`config.mk`:
```
export PLATFORM = sky130hd
export DESIGN_NAME = counter_seq_ctrl
export DESIGN_NICKNAME = d
export VERILOG_FILES = /design/src/rtl/counter_seq_ctrl.sv
export SDC_FILE = /design/constraint.sdc
export NUM_CORES = 1
export LEC_CHECK = 0
export ABC_AREA = 1
export BUFFER_PORTS_ARGS = -buffer_cell sky130_fd_sc_hd__buf_4
export CAP_MARGIN = 15
export CELL_PAD_IN_SITES_DETAIL_PLACEMENT = 1
export CELL_PAD_IN_SITES_GLOBAL_PLACEMENT = 2
export CORE_ASPECT_RATIO = 1.4
export CORE_MARGIN = 2
export CORE_UTILIZATION = 25
export CTS_BUF_LIST = sky130_fd_sc_hd__clkbuf_4
export DETAILED_ROUTE_END_ITERATION = 8
export PLACE_DENSITY_LB_ADDON = 0.1
export SYNTH_ARGS = -nofsm -noshare
export SYNTH_HDL_FRONTEND = slang
export SYNTH_SLANG_ARGS = --single-unit
```
`constraint.sdc`:
```
create_clock -name clk -period 2.2 [get_ports clk]
set_input_delay 0.22 -clock clk [delete_from_list [all_inputs] [get_ports clk]]
set_output_delay 0.22 -clock clk [all_outputs]
set_load 0.05 [all_outputs]
```
`src/rtl/counter_seq_ctrl.sv`:
```
// AXI4-Lite master that runs one measurement run on the counter peripheral:
// program INIT_VAL, enable, poll COUNT until threshold or poll limit, then disable.
module counter_seq_ctrl #(
  parameter logic [31:0] ADDR_CTRL  = 32'h00,
  parameter logic [31:0] ADDR_COUNT = 32'h04,
  parameter logic [31:0] ADDR_INIT  = 32'h08,
  parameter int unsigned POLL_GAP   = 4,
  parameter logic [31:0] POLL_MAX   = 32'd1024
) (
  input  logic        clk,
  input  logic        rst_n,
  input  logic        start,
  input  logic [31:0] init_val,
  input  logic [31:0] threshold,
  output logic        busy,
  output logic        done,
  output logic        err,
  output logic [31:0] final_count,
  output logic        awvalid,
  input  logic        awready,
  output logic [31:0] awaddr,
  output logic        wvalid,
  input  logic        wready,
  output logic [31:0] wdata,
  output logic [3:0]  wstrb,
  input  logic        bvalid,
  output logic        bready,
  input  logic [1:0]  bresp,
  output logic        arvalid,
  input  logic        arready,
  output logic [31:0] araddr,
  input  logic        rvalid,
  output logic        rready,
  input  logic [31:0] rdata,
  input  logic [1:0]  rresp
);

  typedef enum logic [2:0] {IDLE, WR_INIT, WR_EN, RD_CNT, GAP, WR_DIS, DONE} state_t;

  state_t      state, state_next;
  logic        aw_done, w_done, ar_done;
  logic [31:0] init_reg, thr_reg, read_cnt, read_cnt_inc;
  logic [7:0]  gap_cnt;
  logic        err_set, is_wr, b_hs, r_hs;

  always_comb begin
    is_wr        = (state == WR_INIT) || (state == WR_EN) || (state == WR_DIS);
    busy         = (state != IDLE) && (state != DONE);
    done         = (state == DONE);
    awvalid      = is_wr && !aw_done;
    wvalid       = is_wr && !w_done;
    bready       = is_wr;
    wstrb        = 4'hF;
    arvalid      = (state == RD_CNT) && !ar_done;
    rready       = (state == RD_CNT);
    araddr       = (state == RD_CNT) ? ADDR_COUNT : 32'h0;
    b_hs         = bvalid && bready;
    r_hs         = rvalid && rready;
    read_cnt_inc = (read_cnt == 32'hFFFF_FFFF) ? read_cnt : read_cnt + 32'd1;
    awaddr       = 32'h0;
    wdata        = 32'h0;
    case (state)
      WR_INIT: begin awaddr = ADDR_INIT; wdata = init_reg; end
      WR_EN:   begin awaddr = ADDR_CTRL; wdata = 32'h1;    end
      WR_DIS:  begin awaddr = ADDR_CTRL; wdata = 32'h0;    end
      default: ;
    endcase
  end

  // Any error response before the disable still routes through WR_DIS so the counter is stopped.
  always_comb begin
    state_next = state;
    err_set    = 1'b0;
    case (state)
      IDLE:    if (start) state_next = WR_INIT;
      WR_INIT: if (b_hs) begin
                 if (bresp != 2'b00) begin err_set = 1'b1; state_next = WR_DIS; end
                 else state_next = WR_EN;
               end
      WR_EN:   if (b_hs) begin
                 if (bresp != 2'b00) begin err_set = 1'b1; state_next = WR_DIS; end
                 else state_next = RD_CNT;
               end
      RD_CNT:  if (r_hs) begin
                 if (rresp != 2'b00) begin
                   err_set    = 1'b1;
                   state_next = WR_DIS;
                 end else if (rdata >= thr_reg) begin
                   state_next = WR_DIS;
                 end else if ((POLL_MAX != 32'd0) && (read_cnt_inc == POLL_MAX)) begin
                   err_set    = 1'b1;
                   state_next = WR_DIS;
                 end else begin
                   state_next = GAP;
                 end
               end
      GAP:     if (gap_cnt == 8'(POLL_GAP)) state_next = RD_CNT;
      WR_DIS:  if (b_hs) begin
                 if (bresp != 2'b00) err_set = 1'b1;
                 state_next = DONE;
               end
      DONE:    state_next = IDLE;
      default: state_next = IDLE;
    endcase
  end

  // Per-phase handshake flags and the gap counter restart on every state change.
  always_ff @(posedge clk) begin
    if (!rst_n) begin
      state       <= IDLE;
      aw_done     <= 1'b0;
      w_done      <= 1'b0;
      ar_done     <= 1'b0;
      gap_cnt     <= 8'd0;
      init_reg    <= 32'h0;
      thr_reg     <= 32'h0;
      read_cnt    <= 32'h0;
      err         <= 1'b0;
      final_count <= 32'h0;
    end else begin
      state <= state_next;
      if (state != state_next) begin
        aw_done <= 1'b0;
        w_done  <= 1'b0;
        ar_done <= 1'b0;
        gap_cnt <= 8'd0;
      end else begin
        if (awvalid && awready) aw_done <= 1'b1;
        if (wvalid && wready)   w_done  <= 1'b1;
        if (arvalid && arready) ar_done <= 1'b1;
        if (state == GAP)       gap_cnt <= gap_cnt + 8'd1;
      end
      if (state == IDLE && start) begin
        init_reg    <= init_val;
        thr_reg     <= threshold;
        read_cnt    <= 32'h0;
        err         <= 1'b0;
        final_count <= 32'h0;
      end
      if (state == RD_CNT && r_hs) begin
        final_count <= rdata;
        read_cnt    <= read_cnt_inc;
      end
      if (err_set) err <= 1'b1;
    end
  end

endmodule

```
# [Yosys cells after proc, flatten, opt, wreduce, memory -nomap -nowiden]
# Index checks and enable logic that the tools add are counted.
[totals] out_inout_bits=140 reg_bits=143 wordCells=77 in_bits=108
[classes] add_sub_neg=2 bitwise=1 reduce_logical=24 n_eq_ne=11 n_mux=28 order_cmp=1
[op_table] op="2-to-1 mux 32 bit" count=4
[op_table] op="case mux 32 bit (2 select lines)" count=1
[op_table] op="adder 32 x 1 -> 32 bit (second input constant)" count=1
[op_table] op="== test 32 x 11 -> 1 bit (second input constant)" count=1
[op_table] op="== test 32 bit (second input constant)" count=1
[op_table] op=">= comparator 32 bit" count=1
[op_table] op="2-to-1 mux 3 bit" count=9
[op_table] op="case mux 3 bit (6 select lines)" count=1
[op_table] op="logical AND 1 bit" count=11
[op_table] op="2-to-1 mux 1 bit" count=11
[op_table] op="== test 3 bit (second input constant)" count=3
[op_table] op="adder 8 x 1 -> 8 bit (second input constant)" count=1
[op_table] op="== test 8 x 3 -> 1 bit (second input constant)" count=1
[op_table] op="nonzero test 2 bit" count=4
[op_table] op="== test 3 x 2 -> 1 bit (second input constant)" count=2
[op_table] op="2-to-1 mux 4 bit" count=1
[op_table] op="== test 3 x 1 -> 1 bit (second input constant)" count=1
[op_table] op="zero test 1 bit" count=3
[op_table] op="zero test 3 bit" count=1
[op_table] op="inequality test 3 bit" count=1
[op_table] op="inequality test 3 bit (second input constant)" count=1
[op_table] op="nonzero test 3 bit" count=1
[op_table] op="OR reduction 3 bit" count=1
[op_table] op="logical OR 1 bit" count=2
[op_table] op="other kinds (3)" count=3

# [Logic depth before layout (Yosys ltp)]
# Gate-level depths: netlist of run 1.
[logic_depth] word_depth=10 depth_mapped=20 mapped_depth_nobuf=19

# [Least setup slack after synthesis of run 1]
# No wires, ideal clock.
[synth_path] kind="reg2reg" start="reg state[0]" end="reg gap_cnt[1]" stages_incl_launch_ff=12 required_time_ps=2138 setup_ps=62 synth_period_minus_slack_ps=3006 setup_slack_ps=-806 path_buffers=1 arrival_time_ps=2944 cell_sequence="dfxtp_1 -> inv_1 -> nor3_1 -> inv_1 -> o21ai_0 -> nor2_1 -> nand2_1 -> o21ai_0 -> a211oi_1 -> nand2_2 -> buf_6 -> nor2_2"
[synth_via] word_cells_on_any_way=19 classes_between="eq/ne (6); mux (7); reduce/logical (6)"
[synth_rtl] element="start, declared" line="40" text="state_t state, state_next;"
[synth_rtl] element="start signal, assigned" line="121" text="state <= state_next;"
[synth_rtl] element="== test 3 x 2 -> 1 bit *" line="55" text="rready = (state == RD_CNT);"
[synth_rtl] element="named net rready" line="33" text="output logic rready,"
[synth_rtl] element="logical AND 1 bit" line="58" text="r_hs = rvalid && rready;"
[synth_rtl] element="2-to-1 mux 3 bit" line="84" text="RD_CNT: if (r_hs) begin"
[synth_rtl] element="case mux 3 bit (6 select lines) *" line="74" text="case (state)"
[synth_rtl] element="inequality test 3 bit *" line="122" text="if (state != state_next) begin"
[synth_rtl] element="OR reduction 2 bit (no line) *"
[synth_rtl] element="end signal, assigned" line="131" text="if (state == GAP) gap_cnt <= gap_cnt + 8'd1;"
[synth_rtl] element="end, declared" line="43" text="logic [7:0] gap_cnt;"
# The timed path passes the listed nets; every way through them passes the cells marked *.
# A chain may end at the register's enable or synchronous reset.

# [Worst setup path in the final report of run 1]
[layout_path] start="reg read_cnt[1]" end="reg gap_cnt[1]"
[layout_via] elab_chain_cells=10 word_cells_on_any_way=11 classes_between="add/sub (1); eq/ne (3); mux (6); reduce/logical (1)"
[layout_rtl] element="start, declared" line="42" text="logic [31:0] init_reg, thr_reg, read_cnt, read_cnt_inc;"
[layout_rtl] element="start signal, assigned" line="142" text="read_cnt <= read_cnt_inc;"
[layout_rtl] element="adder 32 x 1 -> 32 bit / == test 32 bit (equally long branches)" line="59" text="read_cnt_inc = (read_cnt == 32'hFFFF_FFFF) ? read_cnt : read_cnt + 32'd1;"
[layout_rtl] element="2-to-1 mux 32 bit *" line="59"
[layout_rtl] element="== test 32 x 11 -> 1 bit *" line="90" text="end else if ((POLL_MAX != 32'd0) && (read_cnt_inc == POLL_MAX)) begin"
[layout_rtl] element="2-to-1 mux 1 bit *" line="90"
[layout_rtl] element="2-to-1 mux 1 bit *" line="88" text="end else if (rdata >= thr_reg) begin"
[layout_rtl] element="2-to-1 mux 1 bit *" line="85" text="if (rresp != 2'b00) begin"
[layout_rtl] element="2-to-1 mux 3 bit *" line="84"
[layout_rtl] element="case mux 3 bit (6 select lines) *" line="74"
[layout_rtl] element="inequality test 3 bit *" line="122"
[layout_rtl] element="OR reduction 2 bit (no line) *"
# Every way passes the cells marked *; elsewhere a longest branch is shown, timed or not.

==> results of run 1 <==
[worst max-delay path, stage by stage, from the launching register on]
cell     delay, ns
dfxtp_4       0.39
ha_4          0.17
inv_4         0.04
nor2_4        0.10
nand2_4       0.09
nor2_8        0.15
nand2_8       0.08
buf_6         0.15
buf_12        0.13
a21oi_4       0.11
nand2_2       0.09
nor2_2        0.12
nand2_2       0.09
o21ai_4       0.19
nand2_2       0.08
nand2_2       0.06
nand2_2       0.06
nand2_4       0.07
buf_12        0.12
nor2_2        0.03
[worst paths after layout]
kind,slack (ns),cells after the start,end,startpoint
worst max-delay path,-0.26,19,gap_cnt[1],read_cnt[1]
worst min-delay path,0.04,7,err,rresp[0]
worst max register to register,-0.26,19,gap_cnt[1],read_cnt[1]
worst min register to register,0.46,2,thr_reg[0],thr_reg[0]
[metrics by stage]
| step | util, % | total power, mW | instance area, um^2 | worst slack (ns) |
|---|---|---|---|---|
| finish | 40.5 | 6.65 | 12700 | -0.256 |
| global placement | 34.1 | 4.69 | 10700 | -0.464 |
| CTS | 39.6 | 6.76 | 12400 | -0.257 |
| detailed placement | 34.1 | 4.71 | 10700 | -0.467 |
| floorplan | - | 4.11 | 8180 | 0.00115 |
| global route | 40.5 | 7.10 | 12700 | -0.381 |
[repair_timing]
action	in CTS	in global routing
setup buffers	17	6
resized for setup	83	68
setup endpoints to repair	17	22
gates cloned	1	0
pin swaps	31	33
endpoints found under the hold margin	100	0
hold buffers	101	0
[cells by family (layout without fill, tap and decap cells)]
family | Yosys count | after routing | synth area share [%]
and+or+nand+nor | 498 | 498 | 26.4
AOI/OAI and AO/OA | 243 | 243 | 15.7
buffers and inverters | 237 | 624 | 14.7
DFF | 143 | 143 | 36.2
adders and majority gates | 35 | 35 | 5.54
xor gates and xnor gates | 12 | 12 | 1.33
other | 2 | 68 | 0.0950
[final cells by class]
class                           instances  area (um^2)
Inverter                              122          460
Clock buffer                           17          128
Clock inverter                         15          156
Multi-Input combinational cell        854         4570
Timing Repair Buffer                  470         3950
Fill cell                            3917        18600
Sequential cell                       143         2910
Antenna cell                            2         5.00
Tap cell                              395          494
[power by group through the flow]
stage	registers [mW]	logic [mW]	clock network [mW]
2_1_floorplan	2.86	1.24	0
3_3_place_gp	2.86	1.84	0
3_5_place_dp	2.86	1.85	0
4_1_cts	2.80	2.02	1.94
5_1_grt	2.82	2.23	2.05
6_report	2.80	2.03	1.83
[metal layers]
metal,vias to the layer above,global-route usage (%)
met5,-,0
met4,0,7.01
met3,36,3.23
met2,161,34.3
met1,4166,19.5
li1,4485,-
[cell usage in the layout, fill, tap and decap left out, types with 8 or more instances in the layout]
cell type,instances
conb_1,66
nand2_2,32
nor2_1,82
o21ai_0,80
nand3_1,36
nor2_4,15
dfxtp_2,21
inv_1,116
buf_4,352
nand3_2,12
dfxtp_1,116
a21oi_1,143
dlygate4sd3_1,101
nand2_1,250
buf_12,9
clkbuf_4,17
nor2_2,37
ha_1,32
nand3b_1,8
==> results.ini, run 1 <==
[floorplan]
initial_core_util_pct=25.2
io_pins=248
die_area_um2=33100
die_w_um=154
core_area_um2=31300
fp-row-count=77
die_h_um=214

[routing]
drc=0
drt_iter0_drc=258
wire_per_inst_um=14.7
dr_wl_met2_um=16100
antenna_left=0
via_count=8848
wl_met1_um=11700
highest_layer=met4
routed_wirelength_um=29600
dr_wl_met3_um=972
vias_per_cell=4.38
dr.pass1.iters=5

[yosys]
yosysMostFrequentCell=nand2_1
syn_area_um2=7900
yosys_warnings=0
synthArstFlopShare_pct=0
syn_avg_cell_area_um2=6.75
netlist.top_cell.by_area=dfxtp_1
ys_types=35
synthTopCellsByArea=dfxtp_1, nand2_1, a21oi_1, buf_4, nor2_1
synthTopCellsByCount=nand2_1, a21oi_1, dfxtp_1
yosysSeqAreaShare_pct=36.2
syn_inst=1170
synth-main-ff-cell=dfxtp_1
synth_top_area_share_pct=36.2
ys_ff_latch=143
synth-edff-count=0

[flow_run]
maxCapViolCount=0

[cts]
clk_latency_ns=0.63
clkTransAtPathRegs_ns=0.15
cts.sinks=143
cts_buffers=17
ctsHtreeMaxLevel=4
cts_max_path_buffers=2
tritoncts=built
cts_root_buf=clkbuf_4

[timing]
fin_skew_ns=0.0241
period_share_pct=112
fin_ws_ns=-0.256
hold_slack_ns=0.0368
period_needed_ns=2.46
setup_viol=13
fmax_mhz=407
rsz0062_at_grt=true
final.setup.tns_ns=-2.99
final_hold_viol_count=0
finalMaxSlewViolations=0

[setup_path]
critPathRequiredTime_ns=2.71
setup.worst_path.class=reg2reg
arrival_ns=2.96
endpoint_kind=register
cp-start-kind=register
worstPathMaxFanout=8

[finish]
drive_gt1_share_pct=34.1
stdcell_count=2018
nets=1751
areaGrowthSynthToFinish_pct=60.3

[global_routing]
grt_use_total_pct=18.0
gr-total-overflow=0
grt_pass1_vias=9016
antenna_found_initial=2
grt_max_degree=98
grt_pass1_wl_um=47000

[pwr]
ir_drop_mv=0.289
power.density_nw_per_um2=525
switchingPower_mw=2.44
power_frac_comb_pct=30.5
clkPwrFrac_pct=27.5
swShare_pct=36.7
p_seq_share_pct=42.0
internal-power_mw=4.21
power_leakage_nw=5.64

[outcome]
outcome=finished with violations
violations=setup timing

[placement]
place_hpwl_um=21600
gp_congestion=0.793
dp_cells=1860
port_buffers=181

[min_path]
hold_class=in2reg

No activity file was read; power rests on OpenSTA's default activity.
==> inputs of run 2 (changes only) <==
- BUFFER_PORTS_ARGS: -buffer_cell sky130_fd_sc_hd__buf_4 -> -buffer_cell sky130_fd_sc_hd__buf_2
- clock period: 2.2 -> 2.1 ns (I/O delays scaled with it)
==> run 2 against run 1 <==
Against the previous run: the flow still finishes with violations (setup timing); worst setup slack worse by 0.082 ns; sequential share of layout area is 0.81 points higher; fmax is 0.72% higher; routed wire length is 0.36% lower; core utilization is 1.2 points lower; combinational power is 3% higher; count of clock-buffer cells in the layout is 3 higher; clock power hardly changed; first-iteration DRC count is 8.5% lower; highest routed layer unchanged; final area is 3.0% lower; register-to-register slack worse by 0.08 ns.
==> results.ini, run 2 (synthesis gave the netlist of run 1 again) <==
[outcome]
outcome=finished with violations
violations=setup timing

[timing]
hold_slack_ns=0.129  ; +0.0919 ns
setup_viol=13  ; unchanged
final_hold_viol_count=0  ; unchanged
fmax_mhz=410  ; +0.72%
period_needed_ns=2.44  ; -0.0176 ns
fin_ws_ns=-0.338  ; -0.0824 ns
finalMaxSlewViolations=0  ; unchanged
fin_skew_ns=0.0138  ; -0.0103 ns
period_share_pct=116  ; +4.5 points
rsz0062_at_grt=true

[cts]
ctsHtreeMaxLevel=4  ; unchanged
cts_root_buf=clkbuf_4
cts_max_path_buffers=2  ; unchanged
clkTransAtPathRegs_ns=0.13  ; -0.02 ns
tritoncts=built
clk_latency_ns=0.60  ; -0.03 ns
cts.sinks=143  ; unchanged
cts_buffers=17  ; unchanged

[finish]
layout_common_cells=nand2_1, buf_4, buf_2
areaGrowthSynthToFinish_pct=55.4
mostFrequentLayoutCell=nand2_1
final_util_pct=39.2  ; -1.2 points
fin_area_um2=12300  ; -3.0%
nets=1758  ; +0.40%
drive_gt1_share_pct=35.5  ; +1.3 points

[setup_path]
cpMostUsedCell=nand2_2
critPathRequiredTime_ns=2.61  ; -0.10 ns
worstPathMaxFanout=6  ; -2
arrival_ns=2.95  ; about the same
cp-start-kind=register
setup.worst_path.class=reg2reg
critPathMaxStageDelay_ns=0.38  ; about the same
crit_start=read_cnt[0]
slowest_stage=dfxtp_4
path_buf_inv=4  ; unchanged
path_delay_family=simple AND/OR/NAND/NOR gates
endpoint_kind=register
path_cells=ha_4 -> buf_4 -> nand2_1 -> nor2_1 -> buf_4 -> buf_4 -> xor2_1 -> nor2_1 -> nand3_2 -> nor2_2 -> nand2_2 -> o21ai_2 -> nand2_2 -> nand2_2 -> nand2_2 -> nand2_4 -> buf_12 -> nor2_1
worstReg2RegStart=read_cnt[0]

[routing]
via_count=8786  ; -0.70%
drt_iter0_drc=236  ; -8.5%
drc=0  ; unchanged
routed_wirelength_um=29500  ; -0.36%
vias_per_cell=4.34  ; -1.0%
antenna_left=0  ; unchanged
wire_per_inst_um=14.6  ; -0.71%
dr.pass1.iters=6  ; +1

[placement]
place_hpwl_um=21400  ; -0.88%
port_buffers=181  ; unchanged
gp_congestion=0.859  ; +8.3%
post_dp_cell_area_um2=10300  ; -3.7%

[global_routing]
grt_pass1_vias=9201  ; +2.1%
antenna_found_initial=3  ; +1
grt_pass1_wl_um=47100  ; +0.26%
grt_use_total_pct=18.0  ; +0.032 points
gr-total-overflow=0  ; unchanged
grt_max_degree=94  ; -4.1%

[pwr]
swShare_pct=36.2  ; -0.53 points
switchingPower_mw=2.48  ; +1.5%
power_leakage_nw=5.63  ; about the same
ir_drop_mv=0.304  ; +5.0%
power.density_nw_per_um2=558  ; +6.2%
p_seq_share_pct=42.7  ; +0.7 points
internal-power_mw=4.37  ; +3.9%
clkPwrFrac_pct=26.7  ; -0.8 points
power_frac_comb_pct=30.6  ; about the same

[min_path]
hold_class=in2reg
min-delay-start=rst_n

[flow_run]
maxCapViolCount=0  ; unchanged

[floorplan]
die_h_um=214  ; unchanged
io_pins=248  ; unchanged
fp-row-count=77  ; unchanged
initial_core_util_pct=25.2  ; unchanged
die_w_um=154  ; unchanged
core_area_um2=31300  ; unchanged
die_area_um2=33100  ; unchanged

run 2: layer usage:
metal | wire length [um] | up-vias | global-route usage (%)
li1 | - | 4497 | -
met1 | 11800 | 4077 | 19.3
met2 | 15800 | 170 | 34.5
met3 | 1070 | 42 | 3.44
met4 | 869 | 0 | 7.04
met5 | 0 | - | 0
run 2: timing repair:
item,in CTS,in global routing
cloned,2,0
pin swaps,12,26
endpoints found under the setup margin,52,19
hold buffers,101,0
resized for setup,131,55
endpoints found under the hold margin,100,0
setup buffers,12,10
run 2: per-stage QoR:
step                      power, mW  setup TNS [ns]  cells  setup WS, ns
after floorplan                4.30          -0.630   1234       -0.0672
after global placement         4.84           -6.62   1867        -0.557
after detailed placement       4.86           -6.71   1867        -0.566
after CTS                      6.99           -3.17   2013        -0.263
after global routing           7.30           -6.28   2025        -0.494
final                          6.85           -4.12   2025        -0.338
run 2: power by group through the flow:
stage / registers (mW) / logic, mW / clock network [mW]
detailed placement: 3.00 / 1.87 / 0
global route: 2.95 / 2.30 / 2.05
floorplan: 3.00 / 1.30 / 0
CTS: 2.93 / 2.11 / 1.94
finish: 2.93 / 2.10 / 1.83
global placement: 2.99 / 1.85 / 0
run 2: cell type report:
| class | count | area, um^2 |
|---|---|---|
| fillers | 3987 | 19000 |
| repair buffers | 476 | 3540 |
| inverters | 122 | 465 |
| flip-flops and latches | 143 | 2920 |
| well taps | 395 | 494 |
| clock inverters | 11 | 116 |
| diodes | 3 | 7.51 |
| multi-input cells | 855 | 4580 |
| clock buffers | 20 | 150 |
run 2: worst reg2reg max path: stages, from the launching register on:
cell and delay [ns]:
dfxtp_4 0.38, ha_4 0.18, buf_4 0.15, nand2_1 0.08, nor2_1 0.04, buf_4 0.15
buf_4 0.13, xor2_1 0.15, nor2_1 0.13, nand3_2 0.09, nor2_2 0.13, nand2_2 0.09
o21ai_2 0.17, nand2_2 0.08, nand2_2 0.08, nand2_2 0.07, nand2_4 0.10, buf_12 0.13
nor2_1 0.04
run 2: final timing paths:
check / end / slack (ns) / depth (start not counted)
worst min register to register: init_reg[4] / 0.46 / 2
worst max register to register: gap_cnt[7] / -0.34 / 18
worst max-delay path: gap_cnt[7] / -0.34 / 18
worst min-delay path: err / 0.13 / 4
==> inputs of run 3 (changes only) <==
- SKIP_LAST_GASP: not set -> 1
==> run 3 against run 2 <==
Against the previous run: the run still ends with setup timing left; largest power group unchanged; flip-flop and latch count is the same; critical path type unchanged; sequential power about the same; highest routed layer unchanged; routed wire length barely moved; die area unchanged; final area about the same; global-route usage barely moved; final cell count barely moved; sequential share of layout area is essentially flat; worst setup slack got worse by 0.0045 ns; combinational power about the same.
==> results.ini, run 3 (synthesis gave the netlist of run 1 again) <==
[outcome]
outcome=finished with violations
violations=setup timing

[setup_path]
cp-start-kind=register
path_depth=18  ; unchanged
path_buf_inv=4  ; unchanged
path_delay_family=simple AND/OR/NAND/NOR gates
critPathRequiredTime_ns=2.61  ; about the same
cpMostUsedCell=nand2_2
arrival_ns=2.95  ; about the same
endpoint_kind=register
path_cells=ha_4 -> buf_4 -> nand2_1 -> nor2_1 -> buf_4 -> buf_4 -> xor2_1 -> nor2_1 -> nand3_2 -> nor2_2 -> nand2_2 -> o21ai_2 -> nand2_2 -> nand2_2 -> nand2_2 -> nand2_4 -> buf_12 -> nor2_1
slowest_stage=dfxtp_4
setup.worst_path.class=reg2reg
worstPathMaxFanout=6  ; unchanged
r2r_cells=18  ; unchanged
worstReg2RegStart=read_cnt[0]
critPathMaxStageDelay_ns=0.38  ; about the same
crit_start=read_cnt[0]

[timing]
period_share_pct=116  ; +0.21 points
setup_viol=13  ; unchanged
fmax_mhz=409  ; -0.18%
final.setup.tns_ns=-4.18  ; -0.0607 ns
fin_ws_ns=-0.342  ; -0.00445 ns
rsz0062_at_grt=true
fin_skew_ns=0.0134  ; -0.000371 ns
finalMaxSlewViolations=0  ; unchanged
hold_slack_ns=0.128  ; -0.000539 ns
period_needed_ns=2.44  ; +0.00445 ns
final_hold_viol_count=0  ; unchanged

[floorplan]
initial_core_util_pct=25.2  ; unchanged
die_area_um2=33100  ; unchanged
die_h_um=214  ; unchanged
io_pins=248  ; unchanged
fp-row-count=77  ; unchanged
die_w_um=154  ; unchanged
core_area_um2=31300  ; unchanged

[min_path]
whs_path_depth=4  ; unchanged
min-delay-start=rst_n
hold_class=in2reg

[routing]
routed_wirelength_um=29500  ; about the same
vias_per_cell=4.35  ; +0.22%
via_count=8810  ; +0.27%
drc=0  ; unchanged
wire_per_inst_um=14.6  ; about the same
dr.pass1.iters=6  ; unchanged
antenna_left=0  ; unchanged
drt_iter0_drc=236  ; unchanged

[placement]
place_hpwl_um=21400  ; unchanged
gp_congestion=0.859  ; unchanged
port_buffers=181  ; unchanged
dp_cells=1867  ; unchanged
dp_worst_setup_slack_ns=-0.566  ; unchanged

[cts]
clk_latency_ns=0.60  ; about the same
clkTransAtPathRegs_ns=0.13  ; about the same
cts_max_path_buffers=2  ; unchanged
cts_buffers=17  ; unchanged
cts_root_buf=clkbuf_4
ctsHtreeMaxLevel=4  ; unchanged
cts.sinks=143  ; unchanged
tritoncts=built

[global_routing]
gr-total-overflow=0  ; unchanged
grt_max_degree=94  ; unchanged
grt_pass1_wl_um=47100  ; about the same
antenna_found_initial=3  ; unchanged
grt_pass1_vias=9205  ; +0.043%
grt_use_total_pct=18.0  ; about the same

[finish]
areaGrowthSynthToFinish_pct=55.5  ; about the same
multi_input_comb_area_um2=4580  ; about the same
mostFrequentLayoutCell=nand2_1
stdcell_count=2026  ; +0.049%
drive_gt1_share_pct=35.5  ; +0.040 points
filler_cell_count=3988  ; +0.025%
layout_common_cells=nand2_1, buf_4, buf_2
nets=1759  ; +0.057%
seqCellArea_um2=2920  ; unchanged

[pwr]
power.density_nw_per_um2=558  ; about the same
ir_drop_mv=0.304  ; about the same
power_leakage_nw=5.64  ; +0.12%
p_total_mw=6.85  ; about the same

[flow_run]
maxCapViolCount=0  ; unchanged

==> run 3: cell types whose count changed in the layout (fill, tap and decap cells not counted) <==
cell and change:
buf_4 +1, or2_2 +1, or2_4 -1
==> run 3: worst paths after layout <==
kind	endpoint	slack, ns
worst max-delay path	gap_cnt[7]	-0.34
worst min-delay path	err	0.13
worst max register to register	gap_cnt[7]	-0.34
worst min register to register	init_reg[4]	0.46
==> run 3: layout make-up <==
type                       instances  share of cell area, %
multi-input combinational        855                   37.3
tap                              395                   4.02
clock buffer                      20                   1.22
antenna                            3                 0.0611
clock inverter                    11                  0.947
sequential                       143                   23.8
timing repair buffer             477                   28.9
inverter                         122                   3.79
==> run 3: power by group <==
| part | switching, mW | internal, mW |
|---|---|---|
| sequential | 0.0527 | 2.88 |
| clock | 1.09 | 0.732 |
| combinational | 1.33 | 0.764 |
| total | 2.48 | 4.37 |
==> run 3: metrics by stage <==
step           cell area, um^2  util [%]
2_1_floorplan             8190         -
3_3_place_gp             10300      32.9
3_5_place_dp             10300      32.9
4_1_cts                  12100      38.5
5_1_grt                  12300      39.2
6_report                 12300      39.2
==> run 3: timing repair <==
action / CTS / global route
setup buffers: 12 / 11
hold endpoints to repair: 100 / 0
endpoints found under the setup margin: 52 / 19
hold buffers: 101 / 0
gates resized for setup: 130 / 55
cloned: 2 / 0
pin swaps: 11 / 28
==> run 3: metal layers <==
metal	GRT usage [%]	part of all wire (%)	vias up	wire, um
met5	0	0	-	0
met1	19.3	40	4095	11700
met2	34.5	54	169	15900
met4	7.04	3.0	0	874
met3	3.44	3.6	44	1070
li1	-	-	4502	-
==> run 3: worst min-delay path: cells and delay by family <==
family | cells | cell delay (ns)
buffers and inverters | 3 | 0.38
AND/OR/NAND/NOR | 1 | 0.10
